[src/rtl/value_storage_pkg.sv]
// Shared definitions for the ADC value store: Wishbone word map, STATUS layout,
// stream FSM states and STREAM command codes.
package value_storage_pkg;

  localparam logic [1:0] REGION_LATEST = 2'd0;
  localparam logic [1:0] REGION_MIN    = 2'd1;
  localparam logic [1:0] REGION_MAX    = 2'd2;
  localparam logic [1:0] REGION_CTRL   = 2'd3;

  localparam logic [5:0] CTRL_STREAM = 6'h00;
  localparam logic [5:0] CTRL_STATUS = 6'h01;
  localparam logic [5:0] CTRL_CLEAR  = 6'h02;
  localparam logic [5:0] CTRL_ENABLE = 6'h03;  // 16 channels per word, 0x0C3 upward

  localparam int STATUS_OVERRUN_BIT = 15;
  localparam int STATUS_FULL_BIT    = 14;
  localparam int STATUS_STATE_LSB   = 12;

  localparam logic [15:0] STREAM_CMD_START = 16'h0000;
  localparam logic [15:0] STREAM_CMD_STOP  = 16'hFFFF;
  localparam logic [15:0] STREAM_END_WORD  = 16'h8000;

  typedef enum logic [1:0] {
    ST_IDLE   = 2'd0,
    ST_ACTIVE = 2'd1,
    ST_LAST   = 2'd2
  } stream_state_t;

  function automatic logic [11:0] sat_level(input logic [15:0] lvl);
    return (lvl > 16'h0FFF) ? 12'hFFF : lvl[11:0];
  endfunction

endpackage

[src/rtl/value_stream_ctrl.sv]
// Ring-buffer stream reader: walks a snapshot of the ring oldest-first and
// flags an overrun when the writer catches up with unread data.
module value_stream_ctrl
  import value_storage_pkg::*;
#(
  parameter int SAMPLE_WIDTH = 12,
  parameter int RAM_AW       = 13
) (
  input  logic                    clk,
  input  logic                    rst_n,
  input  logic                    start,
  input  logic                    stop,
  input  logic                    rd,
  input  logic                    status_rd,
  input  logic                    wr_en,
  input  logic [RAM_AW-1:0]       wptr,
  input  logic                    full,
  input  logic [RAM_AW:0]         level,
  input  logic [SAMPLE_WIDTH-1:0] ram_rdata,
  output logic [RAM_AW-1:0]       ram_raddr,
  output logic [15:0]             rd_data,
  output logic [1:0]              state,
  output logic                    overrun
);

  stream_state_t     state_reg, state_next;
  logic [RAM_AW-1:0] rptr_reg, rptr_next;
  logic [RAM_AW:0]   count_reg, count_next;
  logic              overrun_reg, overrun_next;

  always_ff @(posedge clk or negedge rst_n) begin
    if (!rst_n) begin
      state_reg   <= ST_IDLE;
      rptr_reg    <= '0;
      count_reg   <= '0;
      overrun_reg <= 1'b0;
    end else begin
      state_reg   <= state_next;
      rptr_reg    <= rptr_next;
      count_reg   <= count_next;
      overrun_reg <= overrun_next;
    end
  end

  always_comb begin
    state_next   = state_reg;
    rptr_next    = rptr_reg;
    count_next   = count_reg;
    overrun_next = overrun_reg & ~status_rd;
    rd_data      = STREAM_END_WORD;
    case (state_reg)
      ST_IDLE: begin
        if (start) begin
          state_next = ST_ACTIVE;
          rptr_next  = full ? wptr : '0;
          count_next = level;
        end
      end
      ST_ACTIVE: begin
        if (rd) begin
          if (count_reg != '0) begin
            rd_data    = 16'(ram_rdata);
            rptr_next  = rptr_reg + 1'b1;
            count_next = count_reg - 1'b1;
          end else begin
            state_next = ST_LAST;
          end
        end
        // Writer reaching the oldest unread slot means the snapshot is corrupt.
        if (wr_en && (wptr == rptr_reg) && (count_reg != '0)) begin
          overrun_next = 1'b1;
          state_next   = ST_LAST;
        end
      end
      default: ;
    endcase
    if (stop) state_next = ST_IDLE;
  end

  assign ram_raddr = rptr_reg;
  assign state     = state_reg;
  assign overrun   = overrun_reg;

endmodule

[src/rtl/value_storage_v2.sv]
// Per-channel latest/min/max ADC value store with a Wishbone register window
// and a sample ring buffer that can be streamed back oldest-first.
module value_storage_v2
  import value_storage_pkg::*;
#(
  parameter int NUM_CHANNELS = 32,
  parameter int SAMPLE_WIDTH = 12,
  parameter int RAM_AW       = 13,
  localparam int CH_W = (NUM_CHANNELS > 1) ? $clog2(NUM_CHANNELS) : 1
) (
  input  logic                    wb_clk_i,
  input  logic                    wb_rst_ni,
  input  logic                    wb_cyc_i,
  input  logic                    wb_stb_i,
  input  logic                    wb_we_i,
  input  logic [15:0]             wb_adr_i,
  input  logic [15:0]             wb_dat_i,
  output logic [15:0]             wb_dat_o,
  output logic                    wb_ack_o,
  input  logic                    adc_strb,
  input  logic [CH_W-1:0]         adc_channel,
  input  logic [SAMPLE_WIDTH-1:0] adc_result,
  output logic                    ram_wen,
  output logic [RAM_AW-1:0]       ram_waddr,
  output logic [SAMPLE_WIDTH-1:0] ram_wdata,
  output logic [RAM_AW-1:0]       ram_raddr,
  input  logic [SAMPLE_WIDTH-1:0] ram_rdata
);

  // Assert asynchronously, release two clocks later.
  logic [1:0] rst_pipe;
  logic       rst_n;
  always_ff @(posedge wb_clk_i or negedge wb_rst_ni) begin
    if (!wb_rst_ni) rst_pipe <= 2'b00;
    else            rst_pipe <= {rst_pipe[0], 1'b1};
  end
  assign rst_n = rst_pipe[1];

  logic [SAMPLE_WIDTH-1:0] latest_reg [NUM_CHANNELS];
  logic [SAMPLE_WIDTH-1:0] min_reg    [NUM_CHANNELS];
  logic [SAMPLE_WIDTH-1:0] max_reg    [NUM_CHANNELS];
  logic [NUM_CHANNELS-1:0] enable_reg;
  logic [RAM_AW-1:0]       wptr_reg;
  logic                    full_reg, ack_reg, pend_reg;
  logic [15:0]             dat_reg;

  logic        req, rd, wr, in_map, ctrl_sel, stream_sel;
  logic        start, stop, stream_rd, status_rd, clear;
  logic [1:0]  region;
  logic [5:0]  idx;
  logic [15:0] reg_rdata, status_word, stream_data;
  logic [1:0]  stream_state;
  logic        overrun;
  logic [RAM_AW:0] level;
  logic [NUM_CHANNELS-1:0] hit;
  logic        sample_wr;

  assign req        = wb_cyc_i & wb_stb_i & ~ack_reg & ~pend_reg;
  assign rd         = req & ~wb_we_i;
  assign wr         = req & wb_we_i;
  assign in_map     = (wb_adr_i[15:8] == 8'h00);
  assign region     = wb_adr_i[7:6];
  assign idx        = wb_adr_i[5:0];
  assign ctrl_sel   = in_map && (region == REGION_CTRL);
  assign stream_sel = ctrl_sel && (idx == CTRL_STREAM);
  assign start      = wr && stream_sel && (wb_dat_i == STREAM_CMD_START);
  assign stop       = wr && stream_sel && (wb_dat_i == STREAM_CMD_STOP);
  assign stream_rd  = rd && stream_sel;
  assign status_rd  = rd && ctrl_sel && (idx == CTRL_STATUS);
  assign clear      = wr && ctrl_sel && (idx == CTRL_CLEAR);

  genvar gi;
  generate
    for (gi = 0; gi < NUM_CHANNELS; gi++) begin : g_hit
      assign hit[gi] = rst_n && adc_strb && enable_reg[gi] && (adc_channel == CH_W'(gi));
    end
  endgenerate

  assign sample_wr = |hit;
  assign ram_wen   = sample_wr;
  assign ram_waddr = wptr_reg;
  assign ram_wdata = sample_wr ? adc_result : '0;
  assign level     = full_reg ? {1'b1, {RAM_AW{1'b0}}} : {1'b0, wptr_reg};

  always_comb begin
    status_word                             = '0;
    status_word[STATUS_OVERRUN_BIT]         = overrun;
    status_word[STATUS_FULL_BIT]            = full_reg;
    status_word[STATUS_STATE_LSB +: 2]      = stream_state;
    status_word[11:0]                       = sat_level(16'(level));
  end

  always_comb begin
    reg_rdata = '0;
    if (in_map) begin
      case (region)
        REGION_LATEST: for (int i = 0; i < NUM_CHANNELS; i++)
                         if (idx == 6'(i)) reg_rdata = 16'(latest_reg[i]);
        REGION_MIN:    for (int i = 0; i < NUM_CHANNELS; i++)
                         if (idx == 6'(i)) reg_rdata = 16'(min_reg[i]);
        REGION_MAX:    for (int i = 0; i < NUM_CHANNELS; i++)
                         if (idx == 6'(i)) reg_rdata = 16'(max_reg[i]);
        default: begin
          if (idx == CTRL_STATUS) reg_rdata = status_word;
          for (int i = 0; i < NUM_CHANNELS; i++)
            if (idx == CTRL_ENABLE + 6'(i / 16)) reg_rdata[i % 16] = enable_reg[i];
        end
      endcase
    end
  end

  always_ff @(posedge wb_clk_i or negedge rst_n) begin
    if (!rst_n) begin
      for (int i = 0; i < NUM_CHANNELS; i++) begin
        latest_reg[i] <= '0;
        min_reg[i]    <= '1;
        max_reg[i]    <= '0;
      end
      enable_reg <= '1;
      wptr_reg   <= '0;
      full_reg   <= 1'b0;
      ack_reg    <= 1'b0;
      pend_reg   <= 1'b0;
      dat_reg    <= '0;
    end else begin
      ack_reg  <= 1'b0;
      dat_reg  <= '0;
      pend_reg <= stream_rd;
      // STREAM reads wait one extra cycle for the RAM read data.
      if (req && !stream_rd) begin
        ack_reg <= 1'b1;
        dat_reg <= rd ? reg_rdata : 16'h0000;
      end
      if (pend_reg) begin
        ack_reg <= 1'b1;
        dat_reg <= stream_data;
      end
      if (sample_wr) begin
        wptr_reg <= wptr_reg + 1'b1;
        if (wptr_reg == '1) full_reg <= 1'b1;
      end
      for (int i = 0; i < NUM_CHANNELS; i++) begin
        if (hit[i]) begin
          latest_reg[i] <= adc_result;
          min_reg[i]    <= (clear || adc_result < min_reg[i]) ? adc_result : min_reg[i];
          max_reg[i]    <= (clear || adc_result > max_reg[i]) ? adc_result : max_reg[i];
        end else if (clear) begin
          min_reg[i] <= '1;
          max_reg[i] <= '0;
        end
        if (wr && ctrl_sel && (idx == CTRL_ENABLE + 6'(i / 16)))
          enable_reg[i] <= wb_dat_i[i % 16];
      end
    end
  end

  value_stream_ctrl #(
    .SAMPLE_WIDTH(SAMPLE_WIDTH),
    .RAM_AW      (RAM_AW)
  ) u_stream (
    .clk      (wb_clk_i),
    .rst_n    (rst_n),
    .start    (start),
    .stop     (stop),
    .rd       (pend_reg),
    .status_rd(status_rd),
    .wr_en    (sample_wr),
    .wptr     (wptr_reg),
    .full     (full_reg),
    .level    (level),
    .ram_rdata(ram_rdata),
    .ram_raddr(ram_raddr),
    .rd_data  (stream_data),
    .state    (stream_state),
    .overrun  (overrun)
  );

  assign wb_ack_o = ack_reg;
  assign wb_dat_o = dat_reg;

endmodule

[config.mk]
export PLATFORM = sky130hd
export DESIGN_NAME = value_storage_v2
export DESIGN_NICKNAME = d
export VERILOG_FILES = /design/src/rtl/value_storage_pkg.sv /design/src/rtl/value_stream_ctrl.sv /design/src/rtl/value_storage_v2.sv
export SDC_FILE = /design/constraint.sdc
export NUM_CORES = 2
export LEC_CHECK = 0
export ABC_AREA = 1
export CELL_PAD_IN_SITES_DETAIL_PLACEMENT = 1
export CELL_PAD_IN_SITES_GLOBAL_PLACEMENT = 1
export CORE_ASPECT_RATIO = 0.7
export CORE_MARGIN = 3
export CORE_UTILIZATION = 30
export DETAILED_ROUTE_END_ITERATION = 8
export HOLD_SLACK_MARGIN = 0.06
export PLACE_DENSITY = 0.52
export SKIP_CTS_REPAIR_TIMING = 1
export SYNTH_ARGS = -nofsm -noshare
export SYNTH_HDL_FRONTEND = slang
export SYNTH_HIERARCHICAL = 1
export SYNTH_SLANG_ARGS = --single-unit
[constraint.sdc]
create_clock -name wb_clk_i -period 121.8 [get_ports wb_clk_i]
set_input_delay 24.36 -clock wb_clk_i [delete_from_list [all_inputs] [get_ports wb_clk_i]]
set_output_delay 24.36 -clock wb_clk_i [all_outputs]
set_load 0.05 [all_outputs]
* Word level (Yosys, flattened, before mapping)
Index checks and enable logic that the tools add are counted.
Storage, ports and cells: word-level logic and storage cells 867, bits in latches 0, RAM bits 0, bits of input ports 67, memories kept 0, register bits after elaboration 1248, ROM bits 0, output and inout port bits 56
Operators by class: add/sub/neg operators 3, shift-type cells 0, bitwise operators 10, order comparisons 65, $mul 0, divide/modulo/power cells 0, reduce and logical (&&, ||, !) cells 254, eq/ne operators 139, multiplexer cells 288
Operators by type and width (number):
- two-way mux 12 bit | 135
- two-way mux 16 bit | 100
- > comparator 12 bit | 32
- < comparator 12 bit | 32
- inequality test 2 x 1 -> 1 bit (second input constant) | 65
- AND reduction 2 bit | 65
- == test 6 x 5 -> 1 bit (second input constant) | 16
- == test 5 bit (second input constant) | 16
- logical AND 1 bit | 80
- nonzero test 2 bit | 33
- logical OR 1 bit | 64
- two-way mux 14 bit | 4
- two-way mux 13 bit | 4
- == test 6 x 4 -> 1 bit (second input constant) | 8
- case mux 16 bit (3 select lines) | 1
- == test 5 x 4 -> 1 bit (second input constant) | 8
- two-way mux 1 bit | 36
- OR reduction 32 bit | 1
- case mux 14 bit (2 select lines) | 1
- adder 13 x 1 -> 13 bit (second input constant) | 2
- case mux 13 bit (2 select lines) | 1
- == test 6 x 3 -> 1 bit (second input constant) | 4
- == test 5 x 3 -> 1 bit (second input constant) | 4
- == test 16 bit (second input constant) | 1
- 27 further kinds | 46

* Depth between registers and ports, before layout
word-level depth 38, depth in mapped cells 28, depth with buffers taken out 27

* Cells and area by module
The synthesis kept the hierarchy.
Modules (own cells, without submodules):
- value_storage_v2 | area each 75144.6 um2, seq. area each 30999.7 um2, cells each 9896, instances 1
- value_stream_ctrl | area each 2409.8 um2, seq. area each 750.7 um2, cells each 373, instances 1

* Worst setup path after synthesis
OpenSTA, ideal clock, no wires.
kind register to output, start point reg rst_pipe[1], end point out ram_wdata[10], stages on the path, launching flop included 12, data required time 97.440 ns, setup slack 64.422 ns, arrival 33.018 ns, buffers on the path 2, cells stage by stage dfrtp_1 nand2_2 nor2_2 buf_4 nand3_1 clkinv_1 nor4_1 and3_4 nand2_4 inv_1 clkbuf_1 nor2_1
Between the ends: longest elaborated chain between the ends 5, elaborated cells between the ends (all ways) 67, those cells by class 1 x mux; 66 x reduce/logical
RTL lines:
- start, declared | RTL line value_storage_v2.sv:31 | logic [1:0] rst_pipe;
- start signal, assigned | RTL line value_storage_v2.sv:35 | else rst_pipe <= {rst_pipe[0], 1'b1};
- logical AND 1 bit * | RTL line value_storage_v2.sv:75 | assign hit[gi] = rst_n && adc_strb && enable_reg[gi] && (adc_channel == CH_W'(gi));
- logical AND 1 bit (2 in a row) | RTL line value_storage_v2.sv:75
- OR reduction 32 bit * | RTL line value_storage_v2.sv:79 | assign sample_wr = |hit;
- net ram_wen | RTL line value_storage_v2.sv:23 | output logic ram_wen,
- two-way mux 12 bit * | RTL line value_storage_v2.sv:82 | assign ram_wdata = sample_wr ? adc_result : '0;
- end, declared | RTL line value_storage_v2.sv:25 | output logic [SAMPLE_WIDTH-1:0] ram_wdata,
Mark *: on every way through the listed nets, which the timed path passes. The rest lies on a longest branch.

* Worst setup path after layout
start point in adc_strb, end point out ram_wdata[9]
Between the ends: longest elaborated chain between the ends 5, elaborated cells between the ends (all ways) 67, those cells by class 1 x mux; 66 x reduce/logical
RTL lines:
- start, declared | RTL line value_storage_v2.sv:20 | input logic adc_strb,
- logical AND 1 bit * | RTL line value_storage_v2.sv:75
- logical AND 1 bit (2 in a row) | RTL line value_storage_v2.sv:75
- OR reduction 32 bit * | RTL line value_storage_v2.sv:79
- two-way mux 12 bit * | RTL line value_storage_v2.sv:82
Mark *: on every way between the ends. The rest lies on a longest branch, timed or not.

==> results.md <==
- Die Span Y: 431.4 um
- Post-synthesis mux area share: 0%
- Final wirelength: about 360000 um
- Largest family of logic cells by synthesized area: simple AND/OR/NAND/NOR gates
- Via density: 5.273
- Initial antenna violation count: 25
- Root Buffer: clkbuf_16
- Vias in the first global route: 72.30k
- Largest net degree at the start of global routing: 154
- Area post-placement: around 0.083 mm2
- Fmax: 0.01861 GHz
- Residual DRC: 0
- Top-count cell post-synth: nand2_1
- Mapped cell area: 0.07755 mm2
- Util after Layout: 34.46%
- Synth Area in Compound Gates: 14.62%
- Initial Util: 30.30%
- #FFs+latches synth: 1248
- WP data required: 97.44 ns
- Period Utilization, post-route: 44.12%
- Crit path kind: in2out
- Fillcell total: 30.91k
- Worst slew margin: approximately 15%
- DRT iter0 DRCs: between 6k and 7k
- Total GRT Usage: 27.04%
- First-pass DRT Iterations: 5
- Simple-gate share of the synthesized area: 21.95%
- Global route overflow: 0
- Worst Path Arrival: 29.38 ns
- Area leader, netlist: dfrtp_1
- Endpoints failing setup: 0
- Area contributors post-synth: dfrtp_1 (27%), dfstp_2 (14%), ha_1 (12%)
- Post-synthesis adder-cell area fraction: 11.94%
- Mapped Avg Cell Area: 7.552 um2
- IR drop worst, VDD: 9.089 uV
- Clock transition at the registers of the reported paths: 0.06 ns
- Clock skew: around 0.037 ns
- Fin crit period: 53.74 ns
- Post-DR wirelength/cell: 26.43 um
- RSZ-0062 raised after global routing: no
- Ys Warns: 6
- Post-Syn Instances: 10.27k
- Final Hold Fails: 0
- Main synth FF type: dfrtp_1
- Antenna-violating nets left: 0
- Max-cap violation count: 0
- DP Worst Slack: 68.02 ns
- CTS tree: built
- CTS Sinks: 1248
- Synth cell types: 66
- First-pass GRT wire length: 525900 um
- Worst-Margin Slew: 1.276 ns
- Seq/Total Area, Yosys: 40.94%
- Top Ports: roughly 120
- Slew Limit Fails: 0
- Core area: between 0.2 and 0.3 mm2
- Port bufs: around 120
- Layout net count: around 11k
- Worst-Skew Late Latency: 0.84 ns
- CTS Buf Count: 160
- Tightest Hold Check Type: reg2async
- Crit-path max FO: 27
- LEAKAGE: about 42 nW
- DP Wirelength: 258400 um
- Routability cong.: roughly 0.86
- Final critical-path setup slack: 68.06 ns
- Crit. End Element: primary output
- Synth top area share: 26.85%
- Status: complete, no violations
- Die area: 0.2647 mm2
- EDFF count, synth: 0
- Clock H-tree levels: 4
- Buffers from clock root to sink, at most: 4
- Power Density: 11.46 mW/mm2
- Area delta synth->final: 13.74%
- Layout cells sized above 1: 9.684%
- Setup_tns: 0 ns
- CP Launch Type: input pin
- XOR/XNOR share of the synthesized area: 0.1468%
- Cell Rows: 155
- Share of flip-flops with an asynchronous set or reset: 100.0%
- Via Count: 72.50k
- Die Wd: 613.7 um
- Top cell types by occurrence after synthesis: nand2_1 (2307), inv_1 (1594), o21ai_0 (1088)
- Finished Cell Area: 0.08821 mm2
==> power by group <==
part           switching, W  total (W)  internal (W)
Clock              0.000208   0.000510      0.000302
Sequential      0.000000270   0.000416      0.000415
Combinational     0.0000662  0.0000851     0.0000189
==> final timing paths <==
kind,start,to,slack [ns],depth (start not counted)
min reg2reg,rst_pipe[1]$_DFF_PN0_,latest_reg[207]$_DFFE_PN0P_,0.29,0
max reg2reg,min_reg[355]$_DFFE_PN1P_,wb_dat_o[7]$_DFF_PN0_,116.51,22
min in group wb_clk_i,rst_pipe[0]$_DFF_PN0_,rst_pipe[1]$_DFF_PN0_,0.35,0
max,adc_strb,ram_wdata[9],68.06,11
max in group asynchronous,wb_rst_ni,rst_pipe[1]$_DFF_PN0_,97.96,1
min,rst_pipe[1]$_DFF_PN0_,latest_reg[207]$_DFFE_PN0P_,0.29,0
==> kinds of logic (layout without fill, tap and decap cells) <==
kind of cell,count (synthesis),count (layout)
flip-flops,1248,1248
buffers and inverters,2116,2213
AO/OA/AOI/OAI,2083,2083
AND/OR/NAND/NOR,4067,4067
XOR/XNOR,13,13
adder cells (fa/ha/maj),740,740
other,2,9
==> per-layer routing <==
| layer | vias to the layer above | track usage [%] | wire length [um] |
|---|---|---|---|
| met2 | 1738 | 39.34 | 150300 |
| met1 | 37001 | 42.65 | 187500 |
| met5 | - | 0 | 21 |
| met4 | 4 | 4.926 | 6676 |
| li1 | 33416 | - | - |
| met3 | 339 | 2.950 | 18850 |
==> cells in the final DEF, fill, tap and decap left out, types with 19 or more instances in the layout <==
cell             netlist  layout
a211oi_1              23      23
a21oi_1              612     612
a31oi_1               29      19
buf_4                  9     172
clkbuf_1             428      30
clkbuf_16              0     166
clkbuf_8               0      49
clkdlybuf4s50_1        0     110
clkinv_2               0      24
dfrtp_1              832     831
dfstp_2              416     416
ha_1                 740     740
inv_1               1594    1584
inv_2                 18      28
nand2_1             2307    2305
nand3_1              392     391
nand4_1              306     306
nor2_1               907     895
nor2_2                17      19
nor3_1                42      39
o211ai_1              26      26
o21ai_0             1088    1087
o21ai_1               41      41
o31ai_1              172     170
==> cell type report <==
type / count / area (um2) / area share (%)
Multi-Input combinational cell: 6907 / 38000 / 43.07
Sequential cell: 1248 / 31750 / 36.00
Inverter: 1625 / 6105 / 6.920
Clock buffer: 238 / 4845 / 5.492
Tap cell: 3375 / 4223 / 4.787
Timing Repair Buffer: 301 / 2685 / 3.044
Clock inverter: 49 / 594.3 / 0.6737
Antenna cell: 5 / 12.51 / 0.01418
==> critical path, stage by stage <==
cell,delay (ns)
clkdlybuf4s50_1,0.54
nand2_2,0.28
nor2_2,0.20
nand3_1,0.54
clkinv_1,0.88
nor4_1,0.89
and3_4,0.31
nand2_4,0.19
inv_1,0.35
nor2_1,0.09
clkdlybuf4s50_1,0.71
==> metrics by stage <==
step	instances	hold slack [ns]	total power (W)
after floorplan	10271	0.3312	0.0004596
after global placement	13455	0.3127	0.0005059
after detailed placement	13455	0.3184	0.0005079
after CTS	13742	0.3119	0.001023
after global routing	13744	0.3129	0.001046
final	13748	0.2869	0.001011
No activity file was read; power rests on OpenSTA's default activity.
